===== src/rtl/uart_pkg.sv =====
// Shared UART definitions for the receive and transmit frame controllers.
//   - uart_state_e : Gray-coded frame FSM states (the TX FSM uses the same set)
//   - PAR_EVEN/PAR_ODD : encodings of the PAR_TYP configuration bit
//   - PRESCALE_8/16/32 : the supported oversampling ratios
//   - expected_parity(): parity bit a transmitter would append to a word
package uart_pkg;

  // Adjacent states differ in one bit along the normal frame path.
  typedef enum logic [2:0] {
    IDLE   = 3'b000,
    START  = 3'b001,
    DATA   = 3'b011,
    PARITY = 3'b010,
    STOP   = 3'b110
  } uart_state_e;

  localparam logic PAR_EVEN = 1'b0;
  localparam logic PAR_ODD  = 1'b1;

  localparam int PRESCALE_8  = 8;
  localparam int PRESCALE_16 = 16;
  localparam int PRESCALE_32 = 32;

  // data_xor is the XOR-reduction of the data bits.
  function automatic logic expected_parity(input logic data_xor, input logic par_typ);
    return (par_typ == PAR_ODD) ? ~data_xor : data_xor;
  endfunction

endpackage


===== src/rtl/uart_rx_sampler.sv =====
// Three-point majority sampler for one oversampled UART bit period.
// Ports:
//   CLK, RST     : clock, asynchronous active-low reset
//   line         : synchronized serial line
//   edge_cnt     : position inside the current bit period (0..P-1)
//   prescale     : oversampling ratio P for the current frame
//   sampled_bit  : 2-of-3 majority of the samples at P/2-1, P/2, P/2+1
//   decision     : high on edge_cnt == P/2+2, when sampled_bit is final
module uart_rx_sampler #(
  parameter int PRESCALE_W = 6
) (
  input  logic                  CLK,
  input  logic                  RST,
  input  logic                  line,
  input  logic [PRESCALE_W-1:0] edge_cnt,
  input  logic [PRESCALE_W-1:0] prescale,
  output logic                  sampled_bit,
  output logic                  decision
);

  logic [PRESCALE_W-1:0] half;
  logic [PRESCALE_W-1:0] pos_a;
  logic [PRESCALE_W-1:0] pos_b;
  logic [PRESCALE_W-1:0] pos_c;
  logic [PRESCALE_W-1:0] pos_dec;
  logic [2:0]            samples;

  always_comb begin
    half    = prescale >> 1;
    pos_a   = half - PRESCALE_W'(1);
    pos_b   = half;
    pos_c   = half + PRESCALE_W'(1);
    pos_dec = half + PRESCALE_W'(2);
  end

  // Samples reset to the idle line level so a stray vote can never read low.
  always_ff @(posedge CLK or negedge RST) begin
    if (!RST) begin
      samples <= 3'b111;
    end else begin
      if (edge_cnt == pos_a) samples[0] <= line;
      if (edge_cnt == pos_b) samples[1] <= line;
      if (edge_cnt == pos_c) samples[2] <= line;
    end
  end

  assign sampled_bit = (samples[0] & samples[1]) |
                       (samples[0] & samples[2]) |
                       (samples[1] & samples[2]);
  assign decision    = (edge_cnt == pos_dec);

endmodule


===== src/rtl/uart_rx_frame.sv =====
// UART receive frame controller: start, DATA_WIDTH data bits LSB first,
// optional parity, stop. Runs on a Prescale x baud clock.
// Ports:
//   CLK, RST      : oversampling clock, asynchronous active-low reset
//   RX_IN         : serial line, idle high, asynchronous to CLK
//   Prescale      : oversampling ratio (8, 16 or 32), latched per frame
//   PAR_EN        : frame carries a parity bit, latched per frame
//   PAR_TYP       : 0 even, 1 odd parity, latched per frame
//   P_DATA        : last good received word
//   Data_Valid    : one-cycle strobe when P_DATA is updated
//   Parity_Error  : parity mismatch on the current/last frame
//   Stop_Error    : stop bit sampled low on the current/last frame
//   Busy          : frame in progress
module uart_rx_frame
  import uart_pkg::*;
#(
  parameter int DATA_WIDTH = 8,
  parameter int PRESCALE_W = 6
) (
  input  logic                  CLK,
  input  logic                  RST,
  input  logic                  RX_IN,
  input  logic [PRESCALE_W-1:0] Prescale,
  input  logic                  PAR_EN,
  input  logic                  PAR_TYP,
  output logic [DATA_WIDTH-1:0] P_DATA,
  output logic                  Data_Valid,
  output logic                  Parity_Error,
  output logic                  Stop_Error,
  output logic                  Busy
);

  localparam int BIT_CNT_W = (DATA_WIDTH > 1) ? $clog2(DATA_WIDTH) : 1;
  localparam logic [BIT_CNT_W-1:0] LAST_BIT = BIT_CNT_W'(DATA_WIDTH - 1);

  uart_state_e           state;
  uart_state_e           next_state;
  logic                  rx_meta;
  logic                  line;
  logic [PRESCALE_W-1:0] edge_cnt;
  logic [BIT_CNT_W-1:0]  bit_cnt;
  logic [DATA_WIDTH-1:0] shift_reg;
  logic [PRESCALE_W-1:0] prescale_q;
  logic                  par_en_q;
  logic                  par_typ_q;
  logic                  sampled_bit;
  logic                  decision;
  logic                  wrap;
  logic                  start_entry;

  // Two-flop synchronizer; resets to the idle-high line level so reset
  // release never looks like a start edge.
  // NOTE: sequential state uses non-blocking assignments so every flop
  // samples pre-edge values regardless of statement order.
  always_ff @(posedge CLK or negedge RST) begin
    if (!RST) begin
      rx_meta <= 1'b1;
      line    <= 1'b1;
    end else begin
      rx_meta <= RX_IN;
      line    <= rx_meta;
    end
  end

  uart_rx_sampler #(
    .PRESCALE_W (PRESCALE_W)
  ) u_sampler (
    .CLK         (CLK),
    .RST         (RST),
    .line        (line),
    .edge_cnt    (edge_cnt),
    .prescale    (prescale_q),
    .sampled_bit (sampled_bit),
    .decision    (decision)
  );

  assign wrap        = (edge_cnt == prescale_q - PRESCALE_W'(1));
  assign start_entry = (state == IDLE) && !line;
  assign Busy        = (state != IDLE);

  // NOTE: next_state gets its default before the case so no path leaves
  // it unassigned, which would otherwise infer a latch.
  always_comb begin
    next_state = state;
    case (state)
      IDLE:    if (!line) next_state = START;
      START: begin
        if (decision && sampled_bit) next_state = IDLE;  // glitch, not a start bit
        else if (wrap)               next_state = DATA;
      end
      DATA:    if (wrap && bit_cnt == LAST_BIT) next_state = par_en_q ? PARITY : STOP;
      PARITY:  if (wrap) next_state = STOP;
      // Leave at the stop decision, half a bit early, so a back-to-back
      // start edge is not missed.
      STOP:    if (decision) next_state = IDLE;
      default: next_state = IDLE;
    endcase
  end

  always_ff @(posedge CLK or negedge RST) begin
    if (!RST) state <= IDLE;
    else      state <= next_state;
  end

  always_ff @(posedge CLK or negedge RST) begin
    if (!RST) begin
      edge_cnt     <= '0;
      bit_cnt      <= '0;
      shift_reg    <= '0;
      prescale_q   <= PRESCALE_W'(PRESCALE_8);
      par_en_q     <= 1'b0;
      par_typ_q    <= PAR_EVEN;
      P_DATA       <= '0;
      Data_Valid   <= 1'b0;
      Parity_Error <= 1'b0;
      Stop_Error   <= 1'b0;
    end else begin
      Data_Valid <= 1'b0;

      // Counter is 0 on the first START cycle and after every bit wrap.
      if (state == IDLE || next_state == IDLE || wrap) edge_cnt <= '0;
      else                                             edge_cnt <= edge_cnt + PRESCALE_W'(1);

      if (state != DATA)      bit_cnt <= '0;
      else if (wrap)          bit_cnt <= (bit_cnt == LAST_BIT) ? '0 : bit_cnt + BIT_CNT_W'(1);

      if (start_entry) begin
        prescale_q   <= Prescale;
        par_en_q     <= PAR_EN;
        par_typ_q    <= PAR_TYP;
        Parity_Error <= 1'b0;
        Stop_Error   <= 1'b0;
      end

      if (state == DATA && decision)
        shift_reg <= {sampled_bit, shift_reg[DATA_WIDTH-1:1]};

      if (state == PARITY && decision)
        Parity_Error <= (sampled_bit != expected_parity(^shift_reg, par_typ_q));

      if (state == STOP && decision) begin
        Stop_Error <= !sampled_bit;
        if (sampled_bit && !Parity_Error) begin
          Data_Valid <= 1'b1;
          P_DATA     <= shift_reg;
        end
      end
    end
  end

endmodule


===== config.mk =====
export PLATFORM = sky130hd
export DESIGN_NAME = uart_rx_frame
export DESIGN_NICKNAME = d
export VERILOG_FILES = /design/src/rtl/uart_pkg.sv /design/src/rtl/uart_rx_sampler.sv /design/src/rtl/uart_rx_frame.sv
export SDC_FILE = /design/constraint.sdc
export NUM_CORES = 1
export LEC_CHECK = 0
export BUFFER_PORTS_ARGS = -buffer_cell sky130_fd_sc_hd__buf_2
export CAP_MARGIN = 20
export CORE_MARGIN = 1.5
export CORE_UTILIZATION = 41
export CTS_BUF_LIST = sky130_fd_sc_hd__clkbuf_16
export CTS_CLUSTER_SIZE = 25
export DETAILED_ROUTE_END_ITERATION = 12
export PLACE_DENSITY = 0.67
export SYNTH_ARGS = -nofsm -noshare
export SYNTH_HDL_FRONTEND = slang
export SYNTH_SLANG_ARGS = --single-unit

===== constraint.sdc =====
create_clock -name CLK -period 4.7 [get_ports CLK]
set_clock_uncertainty 0.1 [all_clocks]
set_input_delay 0.94 -clock CLK [delete_from_list [all_inputs] [get_ports CLK]]
set_output_delay 0.94 -clock CLK [all_outputs]
set_load 0.01 [all_outputs]

==> flow_results.org, run 1 <==
** STA
- In the final timing run, aggregate negative setup slack is 0 ps.
- Final slew viol count :: 0
- Period Utilization, post-route :: 62.4%
- Measured against its own limit, the worst slew margin works out to 33.6%.
- Counting I/O delays and the setup requirement, the final critical path takes 2930 ps.
- Maximum clock frequency :: 0.341 GHz
- At the pin with the least slew margin, the transition time is 992 ps.
- Unrepaired setup endpoints after global routing :: no
- The final-report hold violation count is 0.
- Setup violations remaining at the end of the flow were counted as 0.

** Yosys
- Number of warning messages in the yosys log :: 0
- In the synthesized netlist, the cells that appear most often are dfrtp_1 (38), mux2_2 (23), o21ai_0 (17), nand2_1 (16), xnor2_1 (15).
- Each instance of the synthesized netlist takes up on average 10.8 sq um.
- Synthesis inferred 44 register bits.
- Counting flops with an async set or reset pin after synthesis yields a share of 100%.
- Synthesis instantiated 46 different standard cells from the library.
- Area share of the leading cell type in the synthesized netlist :: 38.1%
- By area the synthesized netlist is led by dfrtp_1 (38%), mux2_2 (10%), dfstp_2 (6.3%), xnor2_1 (5.3%), xor2_1 (4.9%).
- Cell with the most instances after synthesis :: dfrtp_1
- After technology mapping, the gate count stands at 232.
- The synthesized design spends more area on one cell type than any other, namely dfrtp_1.
- Most instantiated flip-flop cell in the synthesis netlist :: dfrtp_1
- Synthesized net count :: 252
- Netlist Area Pre-Place :: 2500 sq um
- Post-synthesis sequential area ratio :: 44.4%
- Number of synthesized flops with an enable pin :: 0

** Global routing
- Vias in the first global route :: 1703
- Summed over all layers, the global routing overflow is 0.
- Gr usage total :: 16.9%
- Initial antenna violation count :: 0
- Pin count of the biggest net entering global routing :: 45
- The first global-routing pass estimated 8.31 mm of wire.

** Clock tree
- In this run, CTS created clock tree buffers numbering 5.
- In this run, post-CTS repair resized a total of 0 instances.
- The H-tree was split into 2 levels.
- Max Root-Sink Buffers :: 2
- TritonCTS built the clock tree.
- Clock tree synthesis found a total of 44 sinks.
- Clock-pin slew was measured on the worst setup and hold paths at 60 ps.
- Clock network latency to the later pin of the worst-skew pair :: 290 ps
- Hold-fix buffers, CTS :: 0
- The number of setup buffers added after CTS is 0.
- The tree is rooted in a clkbuf_16.

** Pwr
- VDD sags by at most 0.270 mV.
- Power spread over the standard cell area amounts to 629 nW/um^2.
- Leakage power figure :: 1.27 nW

** Die
- Area of the die :: 6570 sq um
- The die is 81.0 microns tall.
- For this configuration, the core starts out at a cell density of 42.4%.
- Count of pins on the block boundary :: 23
- Width of the die :: 81.0 microns
- Num rows :: 28
- After floorplanning, the core was sized to cover 5890 sq um.

** Hold path
- The min-delay analysis places its worst path in the category reg2reg.

** Setup path
- Largest fanout of any net on the critical path :: 11
- STA puts the critical path data arrival time at 3000 ps.
- For the worst setup path, the data required time is 4770 ps.
- Critical path endpoint category :: register
- The worst setup path is of the reg2reg kind.
- STA classifies the critical path startpoint as a register.

** Routing
- The first routing iteration left 94 violations.
- The final route contains 1775 vias.
- For this run, design rule violations remaining after detail routing come to 0.
- Final Routed Wirelength :: 5.06 mm
- Detail-routed net length per standard cell :: 15.4 microns
- Once detail routing completed, the nets flagged for antenna violations numbered 0.
- Detailed-router iteration count before antenna repair :: 4
- Post-DR vias/cell :: 5.40

** Finish
- Core Util, Final :: 48.5%
- At the end of the flow, the number of nets in the layout was 273.
- Layout overhead on the synthesized area :: 14.3%
- The post-route netlist has 26.0% of its cells at a drive strength greater than 1.
- Filler cell count :: 572
- Count of antenna diodes in the layout :: 0

** Placed design
- Input and output buffers added on the ports amount to 22.
- Detailed-placement wirelength estimate :: 3.57 mm
- At the end of routability-driven placement, the weighted congestion stood at 0.819.

** Run status
- The flow ran to the end, and the final reports show no timing, DRC or antenna violations.

** Job
- Max cap viols :: 0
[cell usage in the layout, fill, tap and decap left out, types with 5 or more instances in the layout]
| cell type | count |
|---|---|
| inv_1 | 10 |
| nor2_1 | 11 |
| ha_1 | 9 |
| clkbuf_16 | 5 |
| buf_2 | 22 |
| xnor2_1 | 15 |
| dfstp_2 | 6 |
| xor2_1 | 14 |
| nand3_1 | 5 |
| a21oi_1 | 6 |
| dfrtp_1 | 38 |
| nand2_1 | 16 |
| a2111oi_0 | 5 |
| o21ai_0 | 17 |
| mux2_2 | 23 |
[cell families after synthesis]
| kind of cell | count (synthesis) | share of synthesized area, % |
|---|---|---|
| and+or+nand+nor | 53 | 11.2 |
| DFF | 44 | 44.4 |
| muxes | 26 | 11.6 |
| xor gates and xnor gates | 30 | 10.8 |
| AOI/OAI and AO/OA | 51 | 14.4 |
| adders and majority gates | 9 | 4.51 |
| buffers and inverters | 19 | 3.06 |
[path summary, 6_finish.rpt]
path / slack (ps) / cells after the start / to / start
setup reg to reg: 1770 / 6 / P_DATA[7]$_DFFE_PN0P_ / prescale_q[3]$_DFFE_PN1P_
hold / removal: 260 / 0 / line$_DFF_PN1_ / rx_meta$_DFF_PN1_
hold reg to reg: 260 / 0 / line$_DFF_PN1_ / rx_meta$_DFF_PN1_
setup / recovery: 1770 / 6 / P_DATA[7]$_DFFE_PN0P_ / prescale_q[3]$_DFFE_PN1P_
min in group asynchronous: 370 / 1 / prescale_q[1]$_DFFE_PN0P_ / RST
max in group asynchronous: 3640 / 2 / u_sampler.samples[1]$_DFFE_PN1N_ / RST
[routing by layer]
layer  up-vias  wire length, microns  global-route usage (%)
met5         -                     0                       0
met3         7                   206                    3.60
met4         0                    59                    5.34
li1        872                     -                       -
met2        35                  2440                    27.9
met1       861                  2350                    22.2
[per-stage QoR]
| step | instances | power (mW) | hold slack, ps | setup WS, ps | instance area (sq um) |
|---|---|---|---|---|---|
| finish | 329 | 1.79 | 255 | 1770 | 2850 |
| global route | 329 | 1.94 | 262 | 1610 | 2850 |
| CTS | 328 | 1.81 | 256 | 1730 | 2830 |
| detailed placement | 320 | 1.39 | 247 | 1740 | 2660 |
| global placement | 320 | 1.37 | 246 | 1790 | 2660 |
| floorplan | 232 | 1.22 | 245 | 1990 | 2500 |
[where the power goes]
group / leakage [nW] / switching (mW) / total [mW] / internal (mW)
Combinational: 0.624 / 0.421 / 0.761 / 0.340
Clock: 0.0804 / 0.150 / 0.403 / 0.253
Sequential: 0.566 / 0.153 / 0.631 / 0.477
Total: 1.27 / 0.725 / 1.79 / 1.07
[worst max-delay path, stage by stage, from the launching register on]
cell,delay (ps)
dfstp_2,630
ha_1,270
nand3b_1,90
a221oi_1,490
o2111ai_4,240
nor4_4,590
mux2_2,400
[area by class of cell]
cell class                      count  area [sq um]  area share (%)
Clock buffer                        5           125            4.38
Sequential cell                    44          1110            38.8
Timing Repair Buffer               23           130            4.56
Multi-Input combinational cell    169          1310            46.0
Inverter                           10          37.5            1.32
Tap cell                           75          93.8            3.29
Clock inverter                      3          46.3            1.62
Note: power is estimated with default switching activity, not from simulation.
==> run 2, diff against run 1 <==
--- a/config.mk
+++ b/config.mk
@@ -5,6 +5,7 @@
 export SDC_FILE = /design/constraint.sdc
 export NUM_CORES = 1
 export LEC_CHECK = 0
+export ABC_AREA = 1
 export BUFFER_PORTS_ARGS = -buffer_cell sky130_fd_sc_hd__buf_2
 export CAP_MARGIN = 20
 export CORE_MARGIN = 1.5
==> constraint.sdc (replaced) <==
create_clock -name CLK -period 2.95 [get_ports CLK]
set_clock_uncertainty 0.1 [all_clocks]
set_input_delay 0.59 -clock CLK [delete_from_list [all_inputs] [get_ports CLK]]
set_output_delay 0.59 -clock CLK [all_outputs]
set_load 0.01 [all_outputs]
==> run 2 against run 1 <==
Die area increased by 0.78%; global-route usage down 0.16 points; cell count increased by 24%; largest power group unchanged.
==> flow_results.org, run 2 <==
** Setup path
- Startpoint-to-endpoint class of the critical path :: reg2reg
- For the worst setup path, the data arrival time is 2530 ps.
- Critical path endpoint category :: register
- FF-to-FF path depth :: 11
- The critical path goes through inv_1 -> ha_1 -> xnor2_1 -> nand3_1 -> nor2_4 -> nand2_2 -> inv_2 -> nand3_2 -> or2_1 -> nand2_1 -> o21ai_2.
- Standard cell with the maximum stage delay on the critical path :: dfstp_2
- On the worst path, the slowest cell contributes a delay of 600 ps.
- Path length in cells of the critical path :: 11
- At the worst endpoint, the required time is 3010 ps.
- Along the worst path, the maximum fanout reaches 16.
- Category of cells accounting for the largest share of critical-path delay :: simple AND/OR/NAND/NOR gates
- Together, buffers and inverters on the worst path number 2.
- STA classifies the critical path startpoint as a register.

** Yosys
- Post-synthesis cell type with the largest combined area :: dfrtp_1
- Area share of the leading cell type in the synthesized netlist :: 37.8%
- Count of mapped cells out of synthesis :: 308
- Yosys mapped a number of flops with a built-in enable equal to 0.
- Netlist Area Pre-Place :: 2520 sq um
- Ranking of synthesized cells by area :: dfrtp_1 (38%), nand2_1 (12%), dfstp_2 (6.3%), inv_1 (5.4%), o21ai_0 (4.8%)
- Synth unique cells :: 33
- Synthesized net count :: 328
- For this run, asynchronously set or reset flops after synthesis account for 100%.
- Most instantiated flip-flop cell in the synthesis netlist :: dfrtp_1
- Counting flops and latches in the post-synthesis netlist gives 44.
- Post-Synthesis Mean Instance Area :: 8.17 sq um
- Post-synthesis sequential area ratio :: 44.0%
- The commonest cells after synthesis are nand2_1 (82), dfrtp_1 (38), inv_1 (36), o21ai_0 (24), nand3_1 (21).
- During synthesis, Yosys emitted a total of 0 warnings.
- In the post-synthesis netlist, the cell with the most instances is nand2_1.

** STA
- Setup violations remaining at the end of the flow were counted as 0.
- The final-report hold violation count came to 0.
- Subtracting the final worst setup slack from the clock period gives 2470 ps.
- Worst hold slack :: 258 ps
- At the pin with the least slew margin, the transition time is 706 ps.
- Post-route worst setup slack :: 477 ps
- Maximum clock frequency :: 0.404 GHz
- In the finished design, the share of the clock period the worst path needs comes to 83.8%.
- Worst max-slew margin expressed relative to the limit :: 52.9%
- Accumulated negative setup slack :: 0 ps
- Unrepaired setup endpoints after global routing :: no
- The final count of pins violating max slew came to 0.

** Die
- The die is 81.4 microns tall.
- 23 I/O pins were placed.
- Area of the die :: 6620 sq um
- Num rows :: 28
- Effective utilization at floorplan :: 42.5%
- After floorplanning, the core was sized to cover 5920 sq um.
- The die is 81.4 microns wide.

** Placed design
- Placement Setup Slack :: 477 ps
- Count of port buffers added during placement :: 22
- Routability-driven placement finished with a final weighted congestion of 0.902.
- Total placed cells including tap cells :: 401
- The wire-length estimate of the detail-placed layout is 3.69 mm.

** Finish
- Most common cell after layout, fill and taps aside :: nand2_1
- Layout overhead on the synthesized area :: 13.3%
- The finished layout holds 409 standard cells, fillers aside.
- Area of the multi-input gates :: 1190 sq um
- Highest-count cells in the layout ignoring fill and taps :: nand2_1 (82), dfrtp_1 (38), inv_1 (36)
- In the final layout, flip-flops and latches occupy 1110 sq um.
- Counting the fill cells in the layout gives 592.
- 0 antenna diodes ended up in the layout.
- In the final layout, the share of cells above drive strength 1 is 19.5%.
- Number of nets in the layout :: 353

** Routing
- After detailed routing, the total wire length is 4.99 mm.
- Count of nets left with antenna violations after detail routing :: 0
- Post-DR vias/cell :: 4.81
- In the final routed layout, each cell accounts on average for 12.2 microns.
- After detailed routing, the number of remaining DRC violations is 0.
- The routed layout has 1969 vias.
- Before antenna repair, the detailed router went through 4 iterations.
- After the first detailed-routing iteration, the DRC count stood at 95.

** Clock tree
- Post-cts gate resize count :: 0
- TritonCTS built the clock tree.
- Number of sinks handled by clock tree synthesis :: 44
- No sink is reached through more buffers than the 2 on the longest clock path.
- Buffers added to address setup during post-CTS repair amount to 0.
- Hold-fix buffers, CTS :: 0
- Cts bufs inserted :: 5
- Clock slew seen by the registers of the worst setup and hold paths :: 70 ps
- CTS built an H-tree with a depth of 2.
- Clock network latency to the later pin of the worst-skew pair :: 280 ps
- The tree is rooted in a clkbuf_16.

** Pwr
- Total power per unit cell area :: 921 nW/um^2
- Peak supply drop :: 0.469 mV
- Power, Total :: 2.63 mW
- Leakage power figure :: 1.42 nW

** Global routing
- Gr usage total :: 16.8%
- Initial antenna violation count :: 0
- The first global-routing pass estimated 8.52 mm of wire.
- Vias in the first global route :: 1874
- For this run the aggregate overflow at the end of global routing stands at 0.
- Pin count of the biggest net entering global routing :: 45

** Hold path
- The min-delay analysis places its worst path in the category in2async.

** Run status
- The run finished with clean final reports.

** Job
- The tool flagged a number of max-cap violations equal to 0.
## run 2: changes by cell type in the layout (fill, tap and decap cells not counted), sizes merged, moves of 10 or more
cell / previous run / this run
nand3: 5 / 23
nand2: 16 / 90
o21ai: 17 / 31
nor3: 2 / 12
inv: 11 / 44
mux2: 23 / 0
## run 2: kinds of logic after synthesis
kind of cell / Yosys count / synth area share [%]
XOR/XNOR: 21 / 7.31
flip-flops: 44 / 44.0
adder cells (fa/ha/maj): 9 / 4.47
buffers and inverters: 49 / 8.70
AO/OA/AOI/OAI: 42 / 9.84
AND/OR/NAND/NOR: 143 / 25.6
## run 2: final timing paths
| path | start | to | slack, ps |
|---|---|---|---|
| max | prescale_q[3]$_DFFE_PN1P_ | P_DATA[2]$_DFFE_PN0P_ | 480 |
| min | RST | edge_cnt[4]$_DFF_PN0_ | 260 |
| max reg2reg | prescale_q[3]$_DFFE_PN1P_ | P_DATA[2]$_DFFE_PN0P_ | 480 |
| min reg2reg | rx_meta$_DFF_PN1_ | line$_DFF_PN1_ | 260 |
| max in group asynchronous | RST | u_sampler.samples[2]$_DFFE_PN1N_ | 2100 |
| min in group CLK | rx_meta$_DFF_PN1_ | line$_DFF_PN1_ | 260 |
## run 2: cell type report
class                   instances  area share [%]
repair buffers                 24            4.39
inverters                      43            5.75
clock inverters                 3            1.62
multi-input cells             215            41.7
clock buffers                   5            4.39
flip-flops and latches         44            38.9
well taps                      75            3.29
## run 2: metal layers
layer  global-route usage [%]  up-vias  share of wire, %
li1                         -     1030                 -
met1                     23.1      901                50
met2                     26.1       34                46
met3                     3.71        4               3.7
met4                     5.00        0               1.2
met5                        0        -                 0
## run 2: report_power, final
part | internal (mW) | switching (mW) | total, mW | leakage, nW
clock network | 0.402 | 0.241 | 0.644 | 0.0804
logic | 0.415 | 0.668 | 1.08 | 0.766
registers | 0.740 | 0.160 | 0.900 | 0.575
## run 2: stage by stage
step,area (sq um),utilization (%)
2_1_floorplan,2520,-
3_3_place_gp,2680,45.3
3_5_place_dp,2680,45.3
4_1_cts,2850,48.2
5_1_grt,2850,48.2
6_report,2850,48.2
